`src/rtl/ysyx_24090012_pkg.sv`:
```
// Shared constants, exception codes and FSM state type for the instruction fetch unit.
package ysyx_24090012_pkg;

  // PC loaded on reset
  localparam logic [31:0] RESET_PC = 32'h8000_0000;
  // addi x0,x0,0 delivered in place of a faulting fetch
  localparam logic [31:0] NOP_INST = 32'h0000_0013;

  // Exception code carried next to every delivered instruction
  typedef logic [1:0] exc_t;
  localparam exc_t EXC_NONE     = 2'b00;
  localparam exc_t EXC_AFAULT   = 2'b01;
  localparam exc_t EXC_MISALIGN = 2'b10;

  // Fetch FSM: issue request, wait for data, present to decode
  typedef enum logic [1:0] {
    S_REQ  = 2'd0,
    S_WAIT = 2'd1,
    S_OUT  = 2'd2
  } ifu_state_e;

  // A fetch address is legal only on a 4-byte boundary
  function automatic logic pc_misaligned(input logic [31:0] pc);
    return pc[1:0] != 2'b00;
  endfunction

endpackage

```
`src/rtl/ysyx_24090012_ifu_if.sv`:
```
// Bus bundle around the fetch unit: redirect input, instruction-memory
// request/response channel and the {pc, inst, exc} stream toward decode.
interface ysyx_24090012_ifu_if;
  import ysyx_24090012_pkg::*;

  logic        redirect_valid;
  logic [31:0] redirect_pc;

  logic        imem_req_valid;
  logic        imem_req_ready;
  logic [31:0] imem_req_addr;
  logic        imem_rsp_valid;
  logic [31:0] imem_rsp_data;
  logic        imem_rsp_err;

  logic        out_valid;
  logic        out_ready;
  logic [31:0] out_pc;
  logic [31:0] out_inst;
  exc_t        out_exc;

  // Fetch unit side
  modport master (
    input  redirect_valid, redirect_pc,
    input  imem_req_ready, imem_rsp_valid, imem_rsp_data, imem_rsp_err,
    input  out_ready,
    output imem_req_valid, imem_req_addr,
    output out_valid, out_pc, out_inst, out_exc
  );

  // Memory / decode / commit side
  modport slave (
    output redirect_valid, redirect_pc,
    output imem_req_ready, imem_rsp_valid, imem_rsp_data, imem_rsp_err,
    output out_ready,
    input  imem_req_valid, imem_req_addr,
    input  out_valid, out_pc, out_inst, out_exc
  );

endinterface

```
`src/rtl/ysyx_24090012_ifu.sv`:
```
// Instruction fetch unit: owns the PC, keeps at most one memory read in
// flight and hands each fetched word to decode over valid/ready. Redirects
// from commit override pc+4; a read already in flight is then dropped.
module ysyx_24090012_ifu
  import ysyx_24090012_pkg::*;
(
  input logic                 clk,
  input logic                 rst_n,
  ysyx_24090012_ifu_if.master bus
);

  ifu_state_e  state;
  ifu_state_e  state_next;
  logic [31:0] pc;
  logic [31:0] pc_next;
  logic        drop;
  logic        drop_next;
  logic [31:0] hold_pc;
  logic [31:0] hold_pc_next;
  logic [31:0] hold_inst;
  logic [31:0] hold_inst_next;
  exc_t        hold_exc;
  exc_t        hold_exc_next;
  logic        req_fire;

  // Request/output valids come from state only, forced low while reset is held
  always_comb begin
    bus.imem_req_valid = 1'b0;
    bus.out_valid      = 1'b0;
    if (rst_n) begin
      bus.imem_req_valid = (state == S_REQ) && !pc_misaligned(pc);
      bus.out_valid      = (state == S_OUT);
    end else begin
      bus.imem_req_valid = 1'b0;
      bus.out_valid      = 1'b0;
    end
  end

  assign req_fire          = bus.imem_req_valid & bus.imem_req_ready;
  assign bus.imem_req_addr = pc;
  assign bus.out_pc        = hold_pc;
  assign bus.out_inst      = hold_inst;
  assign bus.out_exc       = hold_exc;

  // Next-state, drop flag, output holding register and PC update
  always_comb begin
    state_next     = state;
    drop_next      = drop;
    hold_pc_next   = hold_pc;
    hold_inst_next = hold_inst;
    hold_exc_next  = hold_exc;
    case (state)
      S_REQ: begin
        if (bus.redirect_valid) begin
          // A request accepted together with a redirect is for the old PC
          if (req_fire) begin
            state_next = S_WAIT;
            drop_next  = 1'b1;
          end else begin
            state_next = S_REQ;
          end
        end else if (pc_misaligned(pc)) begin
          // Misaligned PC never reaches memory; report it straight away
          state_next     = S_OUT;
          hold_pc_next   = pc;
          hold_inst_next = NOP_INST;
          hold_exc_next  = EXC_MISALIGN;
        end else if (req_fire) begin
          state_next = S_WAIT;
          drop_next  = 1'b0;
        end else begin
          state_next = S_REQ;
        end
      end
      S_WAIT: begin
        if (bus.imem_rsp_valid) begin
          if (drop || bus.redirect_valid) begin
            state_next = S_REQ;
            drop_next  = 1'b0;
          end else begin
            state_next     = S_OUT;
            hold_pc_next   = pc;
            hold_inst_next = bus.imem_rsp_err ? NOP_INST : bus.imem_rsp_data;
            hold_exc_next  = bus.imem_rsp_err ? EXC_AFAULT : EXC_NONE;
          end
        end else if (bus.redirect_valid) begin
          drop_next = 1'b1;
        end else begin
          drop_next = drop;
        end
      end
      S_OUT: begin
        if (bus.redirect_valid || bus.out_ready) begin
          state_next = S_REQ;
        end else begin
          state_next = S_OUT;
        end
      end
      default: begin
        state_next = S_REQ;
        drop_next  = 1'b0;
      end
    endcase

    if (bus.redirect_valid) begin
      pc_next = bus.redirect_pc;
    end else if ((state == S_OUT) && bus.out_ready) begin
      pc_next = pc + 32'd4;
    end else begin
      pc_next = pc;
    end
  end

  // State, PC, drop flag and output holding register
  always_ff @(posedge clk) begin
    if (!rst_n) begin
      state     <= S_REQ;
      pc        <= RESET_PC;
      drop      <= 1'b0;
      hold_pc   <= 32'h0000_0000;
      hold_inst <= 32'h0000_0000;
      hold_exc  <= EXC_NONE;
    end else begin
      state     <= state_next;
      pc        <= pc_next;
      drop      <= drop_next;
      hold_pc   <= hold_pc_next;
      hold_inst <= hold_inst_next;
      hold_exc  <= hold_exc_next;
    end
  end

endmodule

```
`src/flat_wrapper.sv`:
```
// flat-port wrapper written by rule: the top's interface ports become plain ports
module ysyx_24090012_ifu_flat import ysyx_24090012_pkg::*;
  (clk, rst_n, bus_redirect_valid, bus_redirect_pc, bus_imem_req_ready, bus_imem_rsp_valid, bus_imem_rsp_data, bus_imem_rsp_err, bus_out_ready, bus_imem_req_valid, bus_imem_req_addr, bus_out_valid, bus_out_pc, bus_out_inst, bus_out_exc);
  ysyx_24090012_ifu_if bus_i ();
  input logic clk;
  input logic rst_n;
  input wire logic [$bits(bus_i.redirect_valid)-1:0] bus_redirect_valid;
  input wire logic [$bits(bus_i.redirect_pc)-1:0] bus_redirect_pc;
  input wire logic [$bits(bus_i.imem_req_ready)-1:0] bus_imem_req_ready;
  input wire logic [$bits(bus_i.imem_rsp_valid)-1:0] bus_imem_rsp_valid;
  input wire logic [$bits(bus_i.imem_rsp_data)-1:0] bus_imem_rsp_data;
  input wire logic [$bits(bus_i.imem_rsp_err)-1:0] bus_imem_rsp_err;
  input wire logic [$bits(bus_i.out_ready)-1:0] bus_out_ready;
  output wire logic [$bits(bus_i.imem_req_valid)-1:0] bus_imem_req_valid;
  output wire logic [$bits(bus_i.imem_req_addr)-1:0] bus_imem_req_addr;
  output wire logic [$bits(bus_i.out_valid)-1:0] bus_out_valid;
  output wire logic [$bits(bus_i.out_pc)-1:0] bus_out_pc;
  output wire logic [$bits(bus_i.out_inst)-1:0] bus_out_inst;
  output wire logic [$bits(bus_i.out_exc)-1:0] bus_out_exc;
  assign bus_i.redirect_valid = bus_redirect_valid;
  assign bus_i.redirect_pc = bus_redirect_pc;
  assign bus_i.imem_req_ready = bus_imem_req_ready;
  assign bus_i.imem_rsp_valid = bus_imem_rsp_valid;
  assign bus_i.imem_rsp_data = bus_imem_rsp_data;
  assign bus_i.imem_rsp_err = bus_imem_rsp_err;
  assign bus_i.out_ready = bus_out_ready;
  assign bus_imem_req_valid = bus_i.imem_req_valid;
  assign bus_imem_req_addr = bus_i.imem_req_addr;
  assign bus_out_valid = bus_i.out_valid;
  assign bus_out_pc = bus_i.out_pc;
  assign bus_out_inst = bus_i.out_inst;
  assign bus_out_exc = bus_i.out_exc;
  ysyx_24090012_ifu u_core (.clk(clk), .rst_n(rst_n), .bus(bus_i));
endmodule
```
`config.mk`:
```
export PLATFORM = sky130hd
export DESIGN_NAME = ysyx_24090012_ifu_flat
export DESIGN_NICKNAME = d
export VERILOG_FILES = /design/src/rtl/ysyx_24090012_pkg.sv /design/src/rtl/ysyx_24090012_ifu_if.sv /design/src/rtl/ysyx_24090012_ifu.sv /design/src/flat_wrapper.sv
export SDC_FILE = /design/constraint.sdc
export NUM_CORES = 1
export LEC_CHECK = 0
export ABC_AREA = 1
export ABC_CLOCK_PERIOD_IN_PS = 3800
export CAP_MARGIN = 20
export CORE_MARGIN = 1.5
export CORE_UTILIZATION = 45
export DETAILED_ROUTE_END_ITERATION = 10
export MAX_ROUTING_LAYER = met4
export PLACE_DENSITY_LB_ADDON = 0.08
export SLEW_MARGIN = 20
export SYNTH_ARGS = -nofsm -noshare
export SYNTH_HDL_FRONTEND = slang
export SYNTH_SLANG_ARGS = --single-unit
```
`constraint.sdc`:
```
create_clock -name clk -period 3.8 [get_ports clk]
set_clock_uncertainty 0.2 [all_clocks]
set_input_delay 0.57 -clock clk [delete_from_list [all_inputs] [get_ports clk]]
set_output_delay 0.57 -clock clk [all_outputs]
set_load 0.02 [all_outputs]
```
Word level (Yosys, flattened, before mapping). Cells that the tools add are included.

Bitwise logic cells: 2. Add/sub/neg operators: 1. Muxes and demuxes: 36. Reductions and logical operators: 11. Eq/ne operators: 10.

Operators by type and width (count): 2-to-1 mux 32 bit (11); one-hot mux 32 bit (2 select lines) (2); adder 32 x 3 -> 32 bit, second input constant (1); 2-to-1 mux 2 bit (9); 2-to-1 mux 1 bit (11); AND reduction 5 bit (2); != test 2 bit, second input constant (4); != test 3 bit, second input constant (2); one-hot mux 2 bit (3 select lines) (1); nonzero test 2 bit (3); one-hot mux 2 bit (2 select lines) (1); != test 3 x 2 -> 1 bit, second input constant (1); one-hot mux 1 bit (3 select lines) (1); == test 2 x 1 -> 1 bit, second input constant (1); == test 2 bit, second input constant (1); logical AND 1 bit (2); logical NOT 2 bit (1); logical OR 1 bit (2); != test 2 x 1 -> 1 bit, second input constant (1); AND 1 bit (1); logical NOT 1 bit (1); inverter 1 bit (1).

Input port bits: 71. Output and inout bits: 100. Bits in registers: 101.

Depth between registers and ports, before layout.
Depth in word-level cells: 9. Mapped depth: 10. Depth with buffers taken out: 10.

Worst setup path after synthesis. Ideal clock, no wire load.

Kind: input-to-output. Start: input rst_n. End: output bus_out_valid. Cell stages on the path: 4. Setup slack: 1764 ps. Arrival: 1266 ps. Path buffers: 2. Required time: 3030 ps. Cells stage by stage: buf_4 inv_1 clkbuf_1 nor2_1.

Longest elaborated chain between the ends: 1.

RTL lines: start, declared (RTL line flat_wrapper.sv:6) `input logic rst_n;`; 2-to-1 mux 1 bit (RTL line ysyx_24090012_ifu.sv:30) `if (rst_n) begin`; end, declared (RTL line flat_wrapper.sv:16) `output wire logic [$bits(bus_i.out_valid)-1:0] bus_out_valid;`.

No other way between the ends.

Worst setup path after layout.
Start: register u_core.state[0]. End: output bus_imem_req_valid.

Longest elaborated chain between the ends: 3.

RTL lines: start, declared (RTL line ysyx_24090012_ifu.sv:12) `ifu_state_e state;`; start signal, assigned (RTL line ysyx_24090012_ifu.sv:124) `state <= state_next;`; logical NOT 2 bit (RTL line ysyx_24090012_ifu.sv:31) `bus.imem_req_valid = (state == S_REQ) && !pc_misaligned(pc);`; logical AND 1 bit (RTL line ysyx_24090012_ifu.sv:31); 2-to-1 mux 1 bit (RTL line ysyx_24090012_ifu.sv:30); end, declared (RTL line flat_wrapper.sv:14) `output wire logic [$bits(bus_i.imem_req_valid)-1:0] bus_imem_req_valid;`.

No other way between the ends.

==> flow_metrics.tcl <==
set metrics [dict create \
    outcome "finished clean" \
    drtAntennaViolNets 0 \
    drive_gt1_share_pct 7.27 \
    die_h_um 106 \
    worst-setup-path-type "reg2out" \
    r2r_slack_ps 1660 \
    start_util_pct 46.4 \
    setup_violations 0 \
    fin_crit_sh_pct 69.3 \
    grt_pass1_vias 4835 \
    syn_nets 760 \
    worst-path-max-fanout 3 \
    wl_mm 14.9 \
    cts_resized 0 \
    synthesis.area_sq_mm 0.00479 \
    grt_first_pass_wirelength_mm 24.2 \
    pre_cts_ws_ps 873 \
    cp_top_family "buffers and inverters" \
    syn_to_final_growth_pct 39.4 \
    pin_count 171 \
    grt_usage_pct 27.5 \
    slew_headroom_pct 45.3 \
    dp_cells 960 \
    arrival_ps 1860 \
    final_cell_count_no_fill 975 \
    start_kind "register" \
    h-tree-depth 3 \
    fmax_ghz 0.380 \
    cts_tree "yes" \
    numCtsBuffers 9 \
    ys_seq_elements 101 \
    grt-ovfl-total 0 \
    dpl_cell_area_sq_mm 0.00649 \
    firstDrtPassIters 5 \
    finalHoldViolations 0 \
    design.core.area_sq_mm 0.0103 \
    mostFrequentLayoutCells "169 x clkdlybuf4s50_1, 131 x nand2_1, 109 x nor2_1" \
    power_w 0.00242 \
    final_cell_area_sq_mm 0.00668 \
    yosysWarnings 0 \
    cap_violations 0 \
    syn_inst 688 \
    clkTransAtPathRegs_ps 100 \
    yosysUniqueCellTypes 36 \
    gp_congestion 0.903 \
    post-cts-setup-buffers 0 \
    vias_per_cell 5.26 \
    finalMaxSlewViolations 0 \
    ys_seq_area_share_pct 42.2 \
    hpwlAfterDp_mm 10.7 \
    cp-end-kind "primary output" \
    cts_root_buffer "clkbuf_8" \
    avgSynthCellArea_sq_um 6.96 \
    period_minus_slack_ps 2630 \
    cts.sinks 101 \
    ir_worst_vdd_v 0.000196 \
    p_per_area_mw_per_mm2 363 \
    setup_ws_ps 1170 \
    crit_required_ps 3030 \
    crit_slowest_cell "clkdlybuf4s50_1" \
    slowest_delay_ps 640 \
    drtIter0Drc 315 \
    finalSetupTns_ps 0 \
    hold_class "reg2reg" \
    max_slew.worst_pin.slew_ps 819 \
    num-fill-cells 943 \
    vias 5133 \
    path_cells "nor2_1 -> inv_1 -> nor3_2 -> clkdlybuf4s50_1" \
    mostFrequentLayoutCell "clkdlybuf4s50_1" \
    rsz0062_at_grt "no" \
    cp.buffers_inverters 2 \
    drc 0 \
    io_buffer_count 170 \
    antenna_found_initial 0 \
    rows 37 \
    routedWlPerCell_um 15.3 \
    power_leakage_nw 2.38 \
    cts_hold_buf 0 \
    clk_latency_ps 370 \
    cts_buffer_depth 2 \
    insertedDiodeCount 0 \
    grt_max_degree 83 \
    die_w_um 106 \
    die_area_sq_mm 0.0113 \
    nNetsFinal 907 \
]
kinds of logic after synthesis:
family	after synthesis	synth area share [%]
simple gates	343	31.3
flops	101	42.2
fa+ha+maj	1	0.261
compound gates	163	18.6
buf+inv	80	7.68
synth_stat cells (all sizes together):
master / count / area share [%]
o21ai: 61 / 6.4
inv: 39 / 3.1
buf: 26 / 3.4
clkbuf: 14 / 1.1
a221oi: 1 / 0.18
clkinv: 1 / 0.078
a31oi: 2 / 0.26
nand4: 5 / 0.65
o21bai: 2 / 0.39
o211ai: 8 / 1.3
nor4: 1 / 0.13
o221ai: 4 / 0.73
or2: 1 / 0.13
nor3: 9 / 1.3
a211oi: 5 / 0.78
ha: 1 / 0.26
nand2: 146 / 12
nand3: 59 / 6.2
and3: 1 / 0.13
a21oi: 80 / 8.6
dfxtp: 101 / 42
nor2: 121 / 10
worst register-to-register path: stages (launching register included):
cell	delay, ps
dfxtp_1	340
nor2_1	200
nand3_1	190
nand2_2	130
buf_4	590
o21ai_1	190
a21oi_1	220
state kept, by name, indices dropped and copies added (netlist names):
register and count:
u_core.drop 1, u_core.bus.out_exc 2, u_core.bus.out_inst 32, u_core.bus.imem_req_addr 32
u_core.state 2, u_core.bus.out_pc 32
through the flow:
stage | hold slack (ps) | utilization, %
floorplan | 291 | -
global placement | 247 | 62.8
detailed placement | 255 | 62.8
CTS | 268 | 64.7
global route | 287 | 64.7
finish | 265 | 64.7
final timing paths:
check	from	endpoint	cells past startpoint
hold / removal	u_core.bus.out_inst[1]$_SDFFE_PN0P_	u_core.bus.out_inst[1]$_SDFFE_PN0P_	2
hold reg to reg	u_core.bus.out_inst[1]$_SDFFE_PN0P_	u_core.bus.out_inst[1]$_SDFFE_PN0P_	2
setup reg to reg	u_core.state[0]$_SDFFE_PN0N_	u_core.bus.out_inst[0]$_SDFFE_PN0P_	6
setup / recovery	u_core.state[0]$_SDFFE_PN0N_	bus_imem_req_valid	4
cell type report:
cell class | instances | area, sq um | area share [%]
inverters | 40 | 150 | 2.25
clock inverters | 5 | 61.3 | 0.918
repair buffers | 176 | 1740 | 26.1
flip-flops and latches | 101 | 2020 | 30.3
multi-input cells | 507 | 2400 | 36.0
well taps | 136 | 170 | 2.55
clock buffers | 10 | 128 | 1.91
power by group:
part,switching [W],internal (W)
clock network,0.000381,0.000305
registers,0.0000618,0.00113
logic,0.000302,0.000245
layer usage:
layer	up-vias	track usage (%)	part of all wire (%)
met5	-	-	0
met4	0	9.17	1.8
met3	18	3.19	6.4
met2	179	42.5	45
met1	2364	37.6	46
li1	2572	-	-
(Power assumes the default switching activity.)
